`config.mk`:
```
export PLATFORM = sky130hd
export DESIGN_NAME = ex_mem
export DESIGN_NICKNAME = d
export VERILOG_FILES = /design/src/rtl/ex_mem.sv
export SDC_FILE = /design/constraint.sdc
export NUM_CORES = 1
export LEC_CHECK = 0
export BUFFER_PORTS_ARGS = -buffer_cell sky130_fd_sc_hd__buf_2
export CAP_MARGIN = 10
export CORE_AREA = 2 2 132 134
export CTS_CLUSTER_SIZE = 20
export DETAILED_ROUTE_END_ITERATION = 7
export DIE_AREA = 0 0 134 136
export HOLD_SLACK_MARGIN = 0.1
export PLACE_DENSITY_LB_ADDON = 0.2
export SYNTH_ARGS = -nofsm -noshare
export SYNTH_HDL_FRONTEND = slang
export SYNTH_SLANG_ARGS = --single-unit
```
`constraint.sdc`:
```
create_clock -name clk -period 1.38 [get_ports clk]
set_input_delay 0.207 -clock clk [delete_from_list [all_inputs] [get_ports clk]]
set_output_delay 0.207 -clock clk [all_outputs]
set_load 0.01 [all_outputs]
```
`src/rtl/ex_mem.sv`:
```
// ---------------------------------------------------------------------------
// ex_mem -- execute / memory-access pipeline register of the five-stage core.
//
// Captures the execute-stage result (destination, write enable, write data,
// HI/LO update) on each rising clock edge and presents it to the memory
// stage. It applies the pipeline stall/flush policy. It also carries the
// multi-cycle accumulate state (64-bit partial product and step count)
// across execute-stage stalls for two-cycle multiply-accumulate operations.
//
// Configuration macro: EX_MEM_HILO_EN
//   defined   : HI/LO capture and hilo_temp/cnt return paths are implemented.
//   undefined : mem_whilo, mem_hi, mem_lo, hilo_temp_o and cnt_o are tied to
//               zero and their inputs are ignored (cores without mul/div).
//
// Ports:
//   clk, rst            rising-edge clock, synchronous active-high reset
//   stall_ex, stall_mem stage hold requests from the stall controller
//   flush               discard register contents (exception / redirect)
//   ex_*                execute-stage result to be captured
//   hilo_temp_i, cnt_i  accumulate state produced by execute
//   mem_*               registered result presented to the memory stage
//   mem_valid           slot holds a real instruction (0 = bubble)
//   hilo_temp_o, cnt_o  accumulate state returned to execute
// ---------------------------------------------------------------------------
module ex_mem #(
  parameter int DATA_W = 32,
  parameter int ADDR_W = 5,
  parameter int CNT_W  = 2
) (
  input  logic                clk,
  input  logic                rst,
  input  logic                stall_ex,
  input  logic                stall_mem,
  input  logic                flush,
  input  logic [ADDR_W-1:0]   ex_rw,
  input  logic                ex_wreg,
  input  logic [DATA_W-1:0]   ex_wdata,
  input  logic                ex_whilo,
  input  logic [DATA_W-1:0]   ex_hi,
  input  logic [DATA_W-1:0]   ex_lo,
  input  logic [2*DATA_W-1:0] hilo_temp_i,
  input  logic [CNT_W-1:0]    cnt_i,
  output logic [ADDR_W-1:0]   mem_rw,
  output logic                mem_wreg,
  output logic [DATA_W-1:0]   mem_wdata,
  output logic                mem_whilo,
  output logic [DATA_W-1:0]   mem_hi,
  output logic [DATA_W-1:0]   mem_lo,
  output logic                mem_valid,
  output logic [2*DATA_W-1:0] hilo_temp_o,
  output logic [CNT_W-1:0]    cnt_o
);

  logic [ADDR_W-1:0] rw_r;
  logic              wreg_r;
  logic [DATA_W-1:0] wdata_r;
  logic              valid_r;

  // Register-file payload and slot valid. A stalled execute stage with a
  // free memory stage yields a bubble; a fully stalled pair holds. The
  // stall_ex=0/stall_mem=1 combination is illegal and is treated as a
  // normal capture.
  always_ff @(posedge clk) begin
    if (rst || flush) begin
      rw_r    <= {ADDR_W{1'b0}};
      wreg_r  <= 1'b0;
      wdata_r <= {DATA_W{1'b0}};
      valid_r <= 1'b0;
    end else if (!stall_ex) begin
      rw_r    <= ex_rw;
      wreg_r  <= ex_wreg;
      wdata_r <= ex_wdata;
      valid_r <= 1'b1;
    end else if (!stall_mem) begin
      rw_r    <= {ADDR_W{1'b0}};
      wreg_r  <= 1'b0;
      wdata_r <= {DATA_W{1'b0}};
      valid_r <= 1'b0;
    end else begin
      rw_r    <= rw_r;
      wreg_r  <= wreg_r;
      wdata_r <= wdata_r;
      valid_r <= valid_r;
    end
  end

  assign mem_rw    = rw_r;
  assign mem_wreg  = wreg_r;
  assign mem_wdata = wdata_r;
  assign mem_valid = valid_r;

`ifdef EX_MEM_HILO_EN
  logic                whilo_r;
  logic [DATA_W-1:0]   hi_r;
  logic [DATA_W-1:0]   lo_r;
  logic [2*DATA_W-1:0] temp_r;
  logic [CNT_W-1:0]    cnt_r;

  // HI/LO payload follows the same capture/bubble/hold policy as the
  // register payload so a bubble never updates HI/LO.
  always_ff @(posedge clk) begin
    if (rst || flush) begin
      whilo_r <= 1'b0;
      hi_r    <= {DATA_W{1'b0}};
      lo_r    <= {DATA_W{1'b0}};
    end else if (!stall_ex) begin
      whilo_r <= ex_whilo;
      hi_r    <= ex_hi;
      lo_r    <= ex_lo;
    end else if (!stall_mem) begin
      whilo_r <= 1'b0;
      hi_r    <= {DATA_W{1'b0}};
      lo_r    <= {DATA_W{1'b0}};
    end else begin
      whilo_r <= whilo_r;
      hi_r    <= hi_r;
      lo_r    <= lo_r;
    end
  end

  // Accumulate state: kept (re-loaded from execute) only while execute is
  // stalled; cleared once the operation leaves execute, and on flush/reset
  // so a pending accumulate is abandoned.
  always_ff @(posedge clk) begin
    if (rst || flush) begin
      temp_r <= {(2*DATA_W){1'b0}};
      cnt_r  <= {CNT_W{1'b0}};
    end else if (stall_ex) begin
      temp_r <= hilo_temp_i;
      cnt_r  <= cnt_i;
    end else begin
      temp_r <= {(2*DATA_W){1'b0}};
      cnt_r  <= {CNT_W{1'b0}};
    end
  end

  assign mem_whilo   = whilo_r;
  assign mem_hi      = hi_r;
  assign mem_lo      = lo_r;
  assign hilo_temp_o = temp_r;
  assign cnt_o       = cnt_r;
`else
  // HI/LO and accumulate inputs are deliberately ignored in this build.
  logic unused_hilo_s;
  assign unused_hilo_s = ^{ex_whilo, ex_hi, ex_lo, hilo_temp_i, cnt_i};

  assign mem_whilo   = 1'b0;
  assign mem_hi      = {DATA_W{1'b0}};
  assign mem_lo      = {DATA_W{1'b0}};
  assign hilo_temp_o = {(2*DATA_W){1'b0}};
  assign cnt_o       = {CNT_W{1'b0}};
`endif

endmodule

```
==> results of run 1 <==
## cell usage after synthesis
master,instances
clkbuf_1,5
conb_1,1
buf_4,132
buf_6,6
or2_4,1
buf_2,3
a21oi_2,20
nand3_1,19
nand2b_1,38
dfxtp_1,39
a21oi_1,19
buf_8,1
nand3_2,19
nand2_1,1
## cells by family after synthesis
| group | count (synthesis) | synth area share, % |
|---|---|---|
| AO/OA/AOI/OAI | 39 | 10.0 |
| other | 1 | 0.139 |
| AND/OR/NAND/NOR | 78 | 19.9 |
| flip-flops | 39 | 28.9 |
| buffers and inverters | 147 | 41.0 |
## stage by stage
step / cell area, µm² / util [%]
after floorplan: 3190 / -
after global placement: 2810 / 16.7
after detailed placement: 2810 / 16.7
after CTS: 2980 / 17.7
after global routing: 2980 / 17.7
final: 2980 / 17.7
## per-layer routing
metal  GRT usage [%]  wire length, µm  vias to the layer above  part of all wire [%]
li1                -                -                      860                     -
met1            7.32             2250                      803                    41
met2            8.95             2380                      158                    43
met3            3.32              848                        7                    15
met4            2.13               65                        0                   1.2
met5               0                0                        -                     0
## worst paths after layout
kind	slack [ps]	depth (start not counted)	to	start
worst min-delay path	160	3	mem_rw[1]	ex_rw[1]
worst min register to register	450	2	mem_valid	mem_valid
worst max-delay path	360	1	mem_rw[0]	mem_rw[0]
worst max register to register	710	2	mem_rw[0]	mem_rw[0]
## registers in the layout, indices dropped and copies added, names as in the netlist
| name | flops |
|---|---|
| mem_wdata | 32 |
| mem_valid | 1 |
| mem_rw | 5 |
| mem_wreg | 1 |
## worst reg2reg max path, cell delays in order, from the launching register on
cell and delay [ps]:
dfxtp_1 370, nand3_1 90, a21oi_1 140
## final cells by class
cell class	count	share of cell area [%]
flip-flops and latches	39	26.2
clock buffers	5	4.20
multi-input cells	248	43.5
well taps	225	9.44
clock inverters	3	1.47
repair buffers	84	15.2
## where the power goes
part           leakage [nW]  total, mW  switching (mW)  internal, mW
sequential            0.318       1.18          0.0186          1.16
clock                0.0838       1.35           0.494         0.853
combinational         0.975      0.454           0.328         0.126
total                  1.38       2.98           0.840          2.14
==> results.yml, run 1 <==
clock_network:
  path_clk_slew_ps: 70
  tritoncts: "yes"
  htreeDepth: 2
  root_buffer: "clkbuf_16"
  ctsResizeCount: 0
  cts_sinks: 39
  hold_buffers: 0
  cts_buffer_depth: 2
  cts_buffers: 5
  cts_setup_buffers: 0
  worstSkewPairLatency_ps: 280
cells_and_area:
  nets: 552
  layout-drive-gt1-share_pct: 34.8
  ff_latch_area_um2: 781
  final_cell_mix: "conb_1 (131), buf_2 (81), dfxtp_1 (39)"
  final_cells: 604
  multi_input_area_um2: 1300
  diodes: 0
  final_common_cell: "conb_1"
  nFillCells: 1938
  synthToLayoutAreaGrowth_pct: 10.5
critical_path:
  cp.required_ps: 1170
  critPathLaunchType: "flop"
  cp_num_buf_inv: 1
  cp.arrival_ps: 810
  cp_max_fo: 2
  crit_family: "flip-flops"
  cp_slowest_cell: "dfxtp_1"
  endpoint_kind: "primary output"
  critPathMaxStageDelay_ps: 370
  criticalPathCategory: "reg -> out"
  crit_chain: "buf_2"
routing:
  via_count: 1828
  routed_via_density: 3.03
  drt_iter0_drc: 28
  antenna_left: 0
  drt_first_pass_iters: 4
  drc: 0
  wirelength_um: 5540
  wire_per_inst_um: 9.18
place:
  placed_cells: 596
  gp_congestion: 0.614
  dp_hpwl_um: 4090
  io_buffer_count: 81
  dp_slack_ps: 299
status:
  status: "complete, no violations"
global_routing:
  grt_max_degree: 78
  grt_pass1_vias: 1581
  gr-total-overflow: 0
  grt_usage_pct: 6.02
  grt_pass1_wl_um: 8580
  antenna_found_initial: 0
sta:
  rsz0062_at_grt: "no"
  tightestPinTransition_ps: 628
  max-slew-margin-rel_pct: 58.1
  timing.final.ws_setup_ps: 362
  final-max-slew-violation-count: 0
  final.setup.tns_ps: 0
  finalSetupViolations: 0
  skew_ps: 0
  period_minus_slack_ps: 1020
  final-hold-violation-count: 0
  timing.fmax_mhz: 982
  holdWs_ps: 160
  post-route-period-util_pct: 73.8
synthesis:
  ys_top_cells_by_area: "buf_4 (37%), dfxtp_1 (29%), nand2b_1 (8.8%)"
  synth_top_area_share_pct: 36.7
  seq_area_frac_synth_pct: 28.9
  syn_area_um2: 2700
  synth_seq_cells: 39
  ys_types: 14
  synth_area_per_cell_um2: 8.87
  syn_inst: 304
  yosysWarnings: 0
  yosysTopAreaCell: "buf_4"
floorplanning:
  die_area_um2: 18200
  fp.coreArea_um2: 16900
  fp.dieW_um: 134
  ioPinCount: 344
  die_y_um: 136
  num_rows: 48
  start_util_pct: 16.0
pwr:
  powerDensity_nw_per_um2: 999
  fin_total_pwr_mw: 2.98
  ir_worst_vdd_mv: 0.347
  power.leakage_nw: 1.38
worst_hold_path:
  hp-class: "in -> reg"
run:
  max-cap-violations: 0
Power figures use the tool's default switching activity.
==> run 2: changes to the inputs <==
--- a/config.mk
+++ b/config.mk
@@ -5,12 +5,13 @@
 export SDC_FILE = /design/constraint.sdc
 export NUM_CORES = 1
 export LEC_CHECK = 0
+export ABC_AREA = 1
 export BUFFER_PORTS_ARGS = -buffer_cell sky130_fd_sc_hd__buf_2
 export CAP_MARGIN = 10
-export CORE_AREA = 2 2 132 134
+export CORE_AREA = 2 2 134 136
 export CTS_CLUSTER_SIZE = 20
 export DETAILED_ROUTE_END_ITERATION = 7
-export DIE_AREA = 0 0 134 136
+export DIE_AREA = 0 0 136 138
 export HOLD_SLACK_MARGIN = 0.1
 export PLACE_DENSITY_LB_ADDON = 0.2
 export SYNTH_ARGS = -nofsm -noshare
==> constraint.sdc (replaced) <==
create_clock -name clk -period 0.9 [get_ports clk]
set_input_delay 0.135 -clock clk [delete_from_list [all_inputs] [get_ports clk]]
set_output_delay 0.135 -clock clk [all_outputs]
set_load 0.01 [all_outputs]
==> run 2 against run 1 <==
Net effect: sequential power is 54% higher; setup slack worse by 360 ps; critical path depth did not move; final cell count grew 5.5%; sequential share of layout area down 0.55 points; via count grew 7.8%.
==> results.yml, run 2 <==
status:
  status: "complete, no violations"
critical_path:
  cp_slowest_cell: "dfxtp_2"
  critPathMaxStageDelay_ps: 360
  crit_chain: "buf_6"
  rr_startpoint: "mem_wdata[29]"
  crit_family: "flip-flops"
  cp_max_fo: 2
  critPathLaunchType: "flop"
  reg2reg_depth: 3
  r2r_end: "mem_wdata[29]"
  r2r_setup_slack_ps: 210
  criticalPathCategory: "reg -> out"
  cp.required_ps: 760
  endpoint: "mem_wdata[11]"
  cp_num_buf_inv: 1
  cp.arrival_ps: 760
  setup.worst_path.start: "mem_wdata[11]"
  endpoint_kind: "primary output"
  path_depth: 1
synthesis:
  synth_flop_cell: "dfxtp_1"
  ys_types: 13
  synth_area_per_cell_um2: 8.13
  yosysWarnings: 0
  synth_xor_area_share_pct: 0
  syn_inst: 308
  synth_top_family_by_area: "buffers and inverters"
  synth-compound-area-share_pct: 10.6
  yosysMostFrequentCell: "buf_4"
  synth_seq_cells: 39
  yosys.area_share.simple_pct: 14.0
  async_reset_ff_share_pct: 0
  post_synth_fa_ha_maj_area_fraction_pct: 0
  syn_area_um2: 2500
  seq_area_frac_synth_pct: 31.2
  synth_edf_count: 0
  synth_top_area_share_pct: 41.7
  yosys-top-cells-count: "buf_4 (139), nand2_1 (41), dfxtp_1 (39)"
  yosysTopAreaCell: "buf_4"
  ys_top_cells_by_area: "buf_4 (42%), dfxtp_1 (31%), nand3_1 (7.6%)"
  muxShareOfSynthArea_pct: 0
cells_and_area:
  synthToLayoutAreaGrowth_pct: 29.6
  multi_input_area_um2: 1110
  ff_latch_area_um2: 832
  largest_register_ffs: 32
  nets: 583
  diodes: 0
  final_common_cell: "conb_1"
  final_cell_mix: "conb_1 (131), buf_2 (62), nand2_1 (41)"
  final_area_um2: 3250
  nFillCells: 2008
  layout-drive-gt1-share_pct: 38.2
sta:
  final-max-slew-violation-count: 0
  timing.fmax_mhz: 1120
  holdWs_ps: 107
  rsz0062_at_grt: "yes"
  final.setup.tns_ps: 0
  period_minus_slack_ps: 893
  final-hold-violation-count: 0
  skew_ps: 0
  finalSetupViolations: 0
  post-route-period-util_pct: 99.2
  timing.final.ws_setup_ps: 6.81
clock_network:
  cts_buffers: 5
  root_buffer: "clkbuf_16"
  worstSkewPairLatency_ps: 280
  cts_sinks: 39
  path_clk_slew_ps: 60
  tritoncts: "yes"
  htreeDepth: 2
  cts_buffer_depth: 2
place:
  placed_area_um2: 2710
  dp_slack_ps: 6.39
  gp_congestion: 0.626
  dp_hpwl_um: 4550
  io_buffer_count: 81
pwr:
  ir_worst_vdd_mv: 0.569
  powerDensity_nw_per_um2: 1340
  power.leakage_nw: 1.53
floorplanning:
  start_util_pct: 14.3
  die_area_um2: 18800
  num_rows: 49
  die_y_um: 138
  fp.coreArea_um2: 17500
  fp.dieW_um: 136
  ioPinCount: 344
global_routing:
  gr-total-overflow: 0
  grt_pass1_wl_um: 9650
  antenna_found_initial: 0
  grt_usage_pct: 6.77
  grt_pass1_vias: 1799
  grt_max_degree: 40
routing:
  routed_via_density: 3.09
  drt_first_pass_iters: 6
  drc: 0
  via_count: 1971
  drt_iter0_drc: 40
  wirelength_um: 6430
  wire_per_inst_um: 10.1
  antenna_left: 0
run:
  max-cap-violations: 0
worst_hold_path:
  hp-class: "in -> reg"
## run 2: changes by cell type in the layout (fill, tap and decap cells not counted), moves of 2 or more
cell / change
dfxtp_1: -39
buf_2: -19
dfxtp_2: +38
nand2b_1: -38
inv_2: +2
buf_12: +4
nand3_1: +19
nand3_2: -19
buf_6: +19
dlygate4sd3_1: +22
nand2_1: +40
## run 2: repair_timing
action                     CTS  global route
hold buffers                21             1
hold endpoints to repair    21             1
setup endpoints to repair   23            31
setup buffers                0             2
resized for setup           30            30
## run 2: layout make-up
class	instances	share of cell area, %
clock buffer	6	3.97
inverter	3	0.347
tap	229	8.83
sequential	39	25.6
multi-input combinational	249	34.1
timing repair buffer	111	27.1
## run 2: per-stage QoR
| step | power (mW) | cells | util [%] |
|---|---|---|---|
| after detailed placement | 2.56 | 607 | 15.5 |
| final | 4.34 | 637 | 18.5 |
| after floorplan | 2.73 | 438 | - |
| after global placement | 2.56 | 607 | 15.5 |
| after global routing | 4.62 | 637 | 18.5 |
| after CTS | 4.43 | 634 | 17.8 |
## run 2: tightest hold or removal path, cell delays in order
cell and delay [ps]:
buf_2 100, nand2_1 70, a21oi_2 50
## run 2: kinds of logic (layout without fill, tap and decap cells)
| logic type | count (synthesis) | after routing |
|---|---|---|
| compound gates | 38 | 38 |
| flops | 39 | 39 |
| simple gates | 80 | 80 |
| other cells | 1 | 131 |
| buf+inv | 150 | 120 |
## run 2: worst min-delay path by stage
stage	startpoint	to	slack (ps)	cells after the start
6_report	ex_wdata[20]	mem_wdata[20]	110	3
5_1_grt	ex_wdata[20]	mem_wdata[20]	100	3
3_3_place_gp	ex_wdata[8]	mem_wdata[8]	390	3
2_1_floorplan	ex_rw[0]	mem_rw[0]	280	2
3_5_place_dp	rst	mem_valid	400	4
4_1_cts	ex_wdata[20]	mem_wdata[20]	100	3
## run 2: power breakdown
group	switching, mW	internal (mW)
Combinational	0.531	0.290
Sequential	0.0315	1.79
Clock	0.700	0.998
Total	1.26	3.07
## run 2: layer usage
layer	vias up	share of wire, %	GRT usage [%]
met5	-	0	0
met4	0	2.1	3.45
met3	8	11	2.13
met2	158	44	10.9
met1	884	43	8.03
li1	921	-	-
